`src/rtl/instr_fetch_pkg.sv`:
```
// Shared fetch definitions: Branch codes (also used by the decoder), default NOP and FSM states.
package instr_fetch_pkg;

    localparam logic [2:0] BR_NONE = 3'b000;
    localparam logic [2:0] BR_JAL  = 3'b001;
    localparam logic [2:0] BR_JALR = 3'b010;
    localparam logic [2:0] BR_EQ   = 3'b100;
    localparam logic [2:0] BR_NE   = 3'b101;
    localparam logic [2:0] BR_LT   = 3'b110;
    localparam logic [2:0] BR_GE   = 3'b111;

    // addi x0,x0,0
    localparam logic [31:0] DEFAULT_NOP = 32'h0000_0013;

    typedef enum logic [1:0] {
        S_IDLE,
        S_REQ,
        S_HOLD,
        S_DROP
    } fetch_state_t;

endpackage

```
`src/rtl/instr_fetch_next_pc_sel.sv`:
```
// Redirect decision: resolves the EX Branch code and flags into take/target.
module next_pc_sel
    import instr_fetch_pkg::*;
(
    input  logic        ex_valid,
    input  logic [2:0]  ex_branch,
    input  logic        ex_zero,
    input  logic        ex_less,
    input  logic [31:0] ex_br_target,
    input  logic [31:0] ex_jr_target,
    output logic        take,
    output logic [31:0] target
);

    logic cond;

    always_comb begin
        cond = 1'b0;
        case (ex_branch)
            BR_NONE: cond = 1'b0;
            BR_JAL:  cond = 1'b1;
            BR_JALR: cond = 1'b1;
            BR_EQ:   cond = ex_zero;
            BR_NE:   cond = ~ex_zero;
            BR_LT:   cond = ex_less;
            BR_GE:   cond = ~ex_less;
            default: cond = 1'b0;
        endcase
        take   = ex_valid & cond;
        target = (ex_branch == BR_JALR) ? (ex_jr_target & ~32'd1) : ex_br_target;
    end

endmodule

```
`src/rtl/instr_fetch.sv`:
```
// IF stage: PC, imem req/ack fetch, IF/ID register, one-entry hold buffer, branch redirect.
// Optional FETCH_PERF_CNT_EN adds perf_fetch / perf_flush counters.
module instr_fetch
    import instr_fetch_pkg::*;
#(
    parameter logic [31:0] PC_RESET  = 32'h0000_3000,
    parameter logic [31:0] NOP_INSTR = DEFAULT_NOP
) (
    input  logic        clk,
    input  logic        rst,
    output logic        imem_req,
    output logic [31:0] imem_addr,
    input  logic        imem_ack,
    input  logic [31:0] imem_rdata,
    input  logic        stall,
    input  logic        ex_valid,
    input  logic [2:0]  ex_branch,
    input  logic        ex_zero,
    input  logic        ex_less,
    input  logic [31:0] ex_br_target,
    input  logic [31:0] ex_jr_target,
    output logic        if_valid,
    output logic [31:0] if_pc,
    output logic [31:0] if_pc4,
    output logic [31:0] if_instr,
    output logic [6:0]  if_opcode,
    output logic [2:0]  if_func3,
    output logic [6:0]  if_func7
`ifdef FETCH_PERF_CNT_EN
    ,
    output logic [31:0] perf_fetch,
    output logic [31:0] perf_flush
`endif
);

    fetch_state_t state, state_nxt;
    logic [31:0]  pc, drop_addr, hold_instr, hold_pc, target, addr_sel;
    logic         hold_valid, take, got_word, fetch_load, hold_load;

    next_pc_sel u_next_pc_sel (
        .ex_valid     (ex_valid),
        .ex_branch    (ex_branch),
        .ex_zero      (ex_zero),
        .ex_less      (ex_less),
        .ex_br_target (ex_br_target),
        .ex_jr_target (ex_jr_target),
        .take         (take),
        .target       (target)
    );

    assign got_word   = (state == S_REQ) && imem_ack && !take;
    assign fetch_load = got_word && !stall;
    assign hold_load  = (state == S_HOLD) && !take && !stall;

    always_ff @(posedge clk) begin
        if (rst) state <= S_IDLE;
        else     state <= state_nxt;
    end

    always_comb begin
        state_nxt = state;
        if (take) begin
            // An unacked request must still be retired, so its data is swallowed in S_DROP.
            if ((state == S_REQ || state == S_DROP) && !imem_ack) state_nxt = S_DROP;
            else                                                  state_nxt = S_REQ;
        end else begin
            case (state)
                S_IDLE:  state_nxt = S_REQ;
                S_REQ:   if (imem_ack && stall) state_nxt = S_HOLD;
                S_HOLD:  if (!stall) state_nxt = S_REQ;
                S_DROP:  if (imem_ack) state_nxt = S_REQ;
                default: state_nxt = S_IDLE;
            endcase
        end
    end

    always_comb begin
        imem_req  = (state == S_REQ) || (state == S_DROP);
        addr_sel  = (state == S_DROP) ? drop_addr : pc;
        imem_addr = addr_sel & ~32'd3;
    end

    always_ff @(posedge clk) begin
        if (rst) begin
            pc         <= PC_RESET;
            drop_addr  <= '0;
            hold_valid <= 1'b0;
            hold_instr <= '0;
            hold_pc    <= '0;
            if_valid   <= 1'b0;
            if_pc      <= '0;
            if_instr   <= NOP_INSTR;
        end else if (take) begin
            pc         <= target;
            hold_valid <= 1'b0;
            if_valid   <= 1'b0;
            if_instr   <= NOP_INSTR;
            if (state == S_REQ) drop_addr <= pc;
        end else begin
            if (got_word) pc <= pc + 32'd4;
            if (got_word && stall) begin
                hold_valid <= 1'b1;
                hold_instr <= imem_rdata;
                hold_pc    <= pc;
            end
            if (fetch_load) begin
                if_valid <= 1'b1;
                if_pc    <= pc;
                if_instr <= imem_rdata;
            end else if (hold_load) begin
                if_valid   <= hold_valid;
                if_pc      <= hold_pc;
                if_instr   <= hold_valid ? hold_instr : NOP_INSTR;
                hold_valid <= 1'b0;
            end else if (!stall) begin
                if_valid <= 1'b0;
                if_instr <= NOP_INSTR;
            end
        end
    end

`ifdef FETCH_PERF_CNT_EN
    always_ff @(posedge clk) begin
        if (rst) begin
            perf_fetch <= '0;
            perf_flush <= '0;
        end else begin
            if (fetch_load || hold_load) perf_fetch <= perf_fetch + 32'd1;
            if (take)                    perf_flush <= perf_flush + 32'd1;
        end
    end
`endif

    assign if_pc4    = if_pc + 32'd4;
    assign if_opcode = if_instr[6:0];
    assign if_func3  = if_instr[14:12];
    assign if_func7  = if_instr[31:25];

endmodule

```
`config.mk`:
```
export PLATFORM = sky130hd
export DESIGN_NAME = instr_fetch
export DESIGN_NICKNAME = d
export VERILOG_FILES = /design/src/rtl/instr_fetch_pkg.sv /design/src/rtl/instr_fetch_next_pc_sel.sv /design/src/rtl/instr_fetch.sv
export SDC_FILE = /design/constraint.sdc
export NUM_CORES = 1
export LEC_CHECK = 0
export CAP_MARGIN = 40
export CORE_MARGIN = 2
export CORE_UTILIZATION = 54
export CTS_CLUSTER_SIZE = 40
export DETAILED_ROUTE_END_ITERATION = 8
export GPL_TIMING_DRIVEN = 0
export PLACE_DENSITY = 0.87
export SLEW_MARGIN = 10
export SYNTH_ARGS = -nofsm -noshare
export SYNTH_HDL_FRONTEND = slang
export SYNTH_SLANG_ARGS = --single-unit
```
`constraint.sdc`:
```
create_clock -name clk -period 5.14 [get_ports clk]
set_input_delay 1.542 -clock clk [delete_from_list [all_inputs] [get_ports clk]]
set_output_delay 1.542 -clock clk [all_outputs]
set_load 0.05 [all_outputs]
```
==> metrics.txt <==
Remaining DRCs=0; GRT Total Usage=between 30% and 40%; clk slew on worst S/H paths=around 70 ps; crit share post-route=a little over nine tenths; status=complete, no violations; Starting Density=55.2%; First DRT Iteration DRCs=between 900 and 1000; Synth Flop Type=dfxtp_1; # IOs=approximately 250; n_diodes=0; IO buf count=about 250; Synth Warn #=0; gpl congestion=approximately 0.97; power per standard cell area=290 nW/um^2; crit path time final=4910 ps; DRT Wirelength=between 30 and 40 mm; Seq/Total Area, Yosys=approximately two fifths; clock skew=between 9 and 10 ps; first-pass GRT wire length=49.3 mm; Min-Delay Path Class=reg -> reg; initial antenna violation count=0; drt wl/cell=about 19 um; maximum vdd drop=~0.27 mV; flop-to-flop setup slack=just under 3000 ps; Filler Cells Inserted=1309; Worst Setup End Kind=primary output; Synth Cell Area=a little under 10000 sq um; vias in the first global route=9561; CORE AREA=between 15000 and 20000 sq um; Least-Margin Pin Slew=between 800 and 900 ps; Clock Path Buffers=2; setup TNS=0 ps; Detail Placement HPWL=approximately 23 mm; Seq cells post-synth=between 150 and 200; CP Max Fanout=7; H-tree lvl count=4; EDFF count, synth=0; largest net degree at the start of global routing=17; Worst-Skew Late Latency=440 ps; layout cells sized above 1=between 10 and 15%; Hold-fix buffers, CTS=0; number of max-cap violations=0; synthesized netlist cell count=1163; Design Power=between 3000 and 4000 uW; clk sink count=194; RSZ-0062 raised after global routing=false; Highest Clock Rate=204 MHz; Placed Cells incl. Taps=between 1500 and 2000; Arr. time, crit path=about 3400 ps; Async SR Flop Fraction=0%; Die Wd=139 um; Nets=between 1500 and 2000; Post-CTS Setup Inserts=0; ANT nets after route=0; Root Driver=clkbuf_16; CTS tree=yes; leakage=about 0.0047 uW; CTS-repair resized insts=0; Die H=139 um; synthesis-to-layout area growth=34.1%; Synth Area per Inst=about 8.5 sq um; gr ovfl total=0; synth unique cells=58; vias post-DR=a little under 10000; Hold Violations, Final=0; first-pass iteration count of the detailed router=5; post-DR vias/cell=5.89; Crit Path Class=reg -> out; Setup Viol. Count Final=0; CP startpoint kind=flop; WP data required=3600 ps; register area=3880 sq um; non-filler cells, final=around 1700; multi-input logic area=approximately 5400 sq um; number of buffers created by CTS=17; die footprint=roughly 20000 sq um; num rows=49; worst rel slew slack=between 40% and 50%; Final Max Tran Viols=0
-- path summary, 6_finish.rpt --
check / from / end / cells past startpoint
worst max-delay path: if_pc[13] / if_pc4[28] / 6
worst min-delay path: drop_addr[26] / drop_addr[26] / 2
worst max register to register: pc[3] / pc[20] / 7
worst min register to register: drop_addr[26] / drop_addr[26] / 2
-- flip-flops by register name (all words and copies together) (netlist names) --
| name | count |
|---|---|
| if_instr | 32 |
| pc | 32 |
| hold_instr | 32 |
| if_pc | 32 |
| if_valid | 1 |
| hold_valid | 1 |
| drop_addr | 30 |
| hold_pc | 32 |
| state | 2 |
-- per-stage QoR --
step	cell area (sq um)	utilization, %	hold slack, ps	worst slack [ps]
after floorplan	9920	-	434	911
after global placement	12700	70.7	439	563
after detailed placement	12700	70.7	445	722
after CTS	13300	74.0	455	251
after global routing	13300	74.0	468	130
final	13300	74.0	456	227
-- cells in the final DEF (no fill, tap or decap), drive strengths merged, types with 3 or more instances in the layout --
master,instances
dfxtp,194
xor2,11
a21oi,36
inv,8
a311oi,33
nor4,10
and2,3
o211ai,5
mux2i,75
mux2,32
clkbuf,86
nor2,48
nor3,33
a211oi,40
nor2b,50
nand3b,3
clkinv,6
clkdlybuf4s50,249
o22ai,6
nand2,287
and3,10
buf,62
xnor2,44
and4,9
nand3,25
nand4,19
a221oi,29
-- layer usage --
metal | part of all wire (%) | global-route usage, %
met5 | 0 | 0
met2 | 48 | 51.8
met3 | 9.0 | 7.30
met4 | 2.8 | 11.7
met1 | 40 | 39.3
-- synthesized netlist by cell type, types with 17 or more instances --
cell      count  area, sq um
a211oi_1     40          300
a21oi_1      36          180
a221oi_1     29          254
a311oi_2     29          435
buf_2        25          125
buf_4        27          203
clkbuf_1     66          248
dfxtp_1     194         3880
mux2_2       32          360
mux2i_1      75          751
nand2_1     287         1080
nand3_1      25          125
nand4_1      17          106
nor2_1       47          176
nor2b_1      50          313
nor3_1       33          165
xnor2_1      44          385
-- worst max-delay path, stage by stage, from the launching register on --
cell	delay, ps
dfxtp_1	460
and4_1	290
nand3_1	150
nor4_1	780
nand2_1	180
xnor2_1	230
clkdlybuf4s50_1	850
-- where the power goes --
part / switching, uW / internal, uW
combinational: 544 / 335
sequential: 67.8 / 1570
clock: 595 / 742
-- cell type report --
type	count	area share [%]
clock buffer	19	3.41
tap	229	2.16
multi-input combinational	836	40.4
buffer	127	4.82
timing repair buffer	251	18.8
inverter	7	0.198
sequential	194	29.2
clock inverter	11	0.998
-- logic make-up after synthesis --
family	count (synthesis)	share of synthesized area (%)
buf+inv	134	6.73
mux	107	11.2
fa+ha+maj	2	0.252
other cells	1	0.0378
xor+xnor	55	4.86
simple gates	509	23.9
flops	194	39.2
compound gates	161	13.9
(Power assumes the default switching activity.)
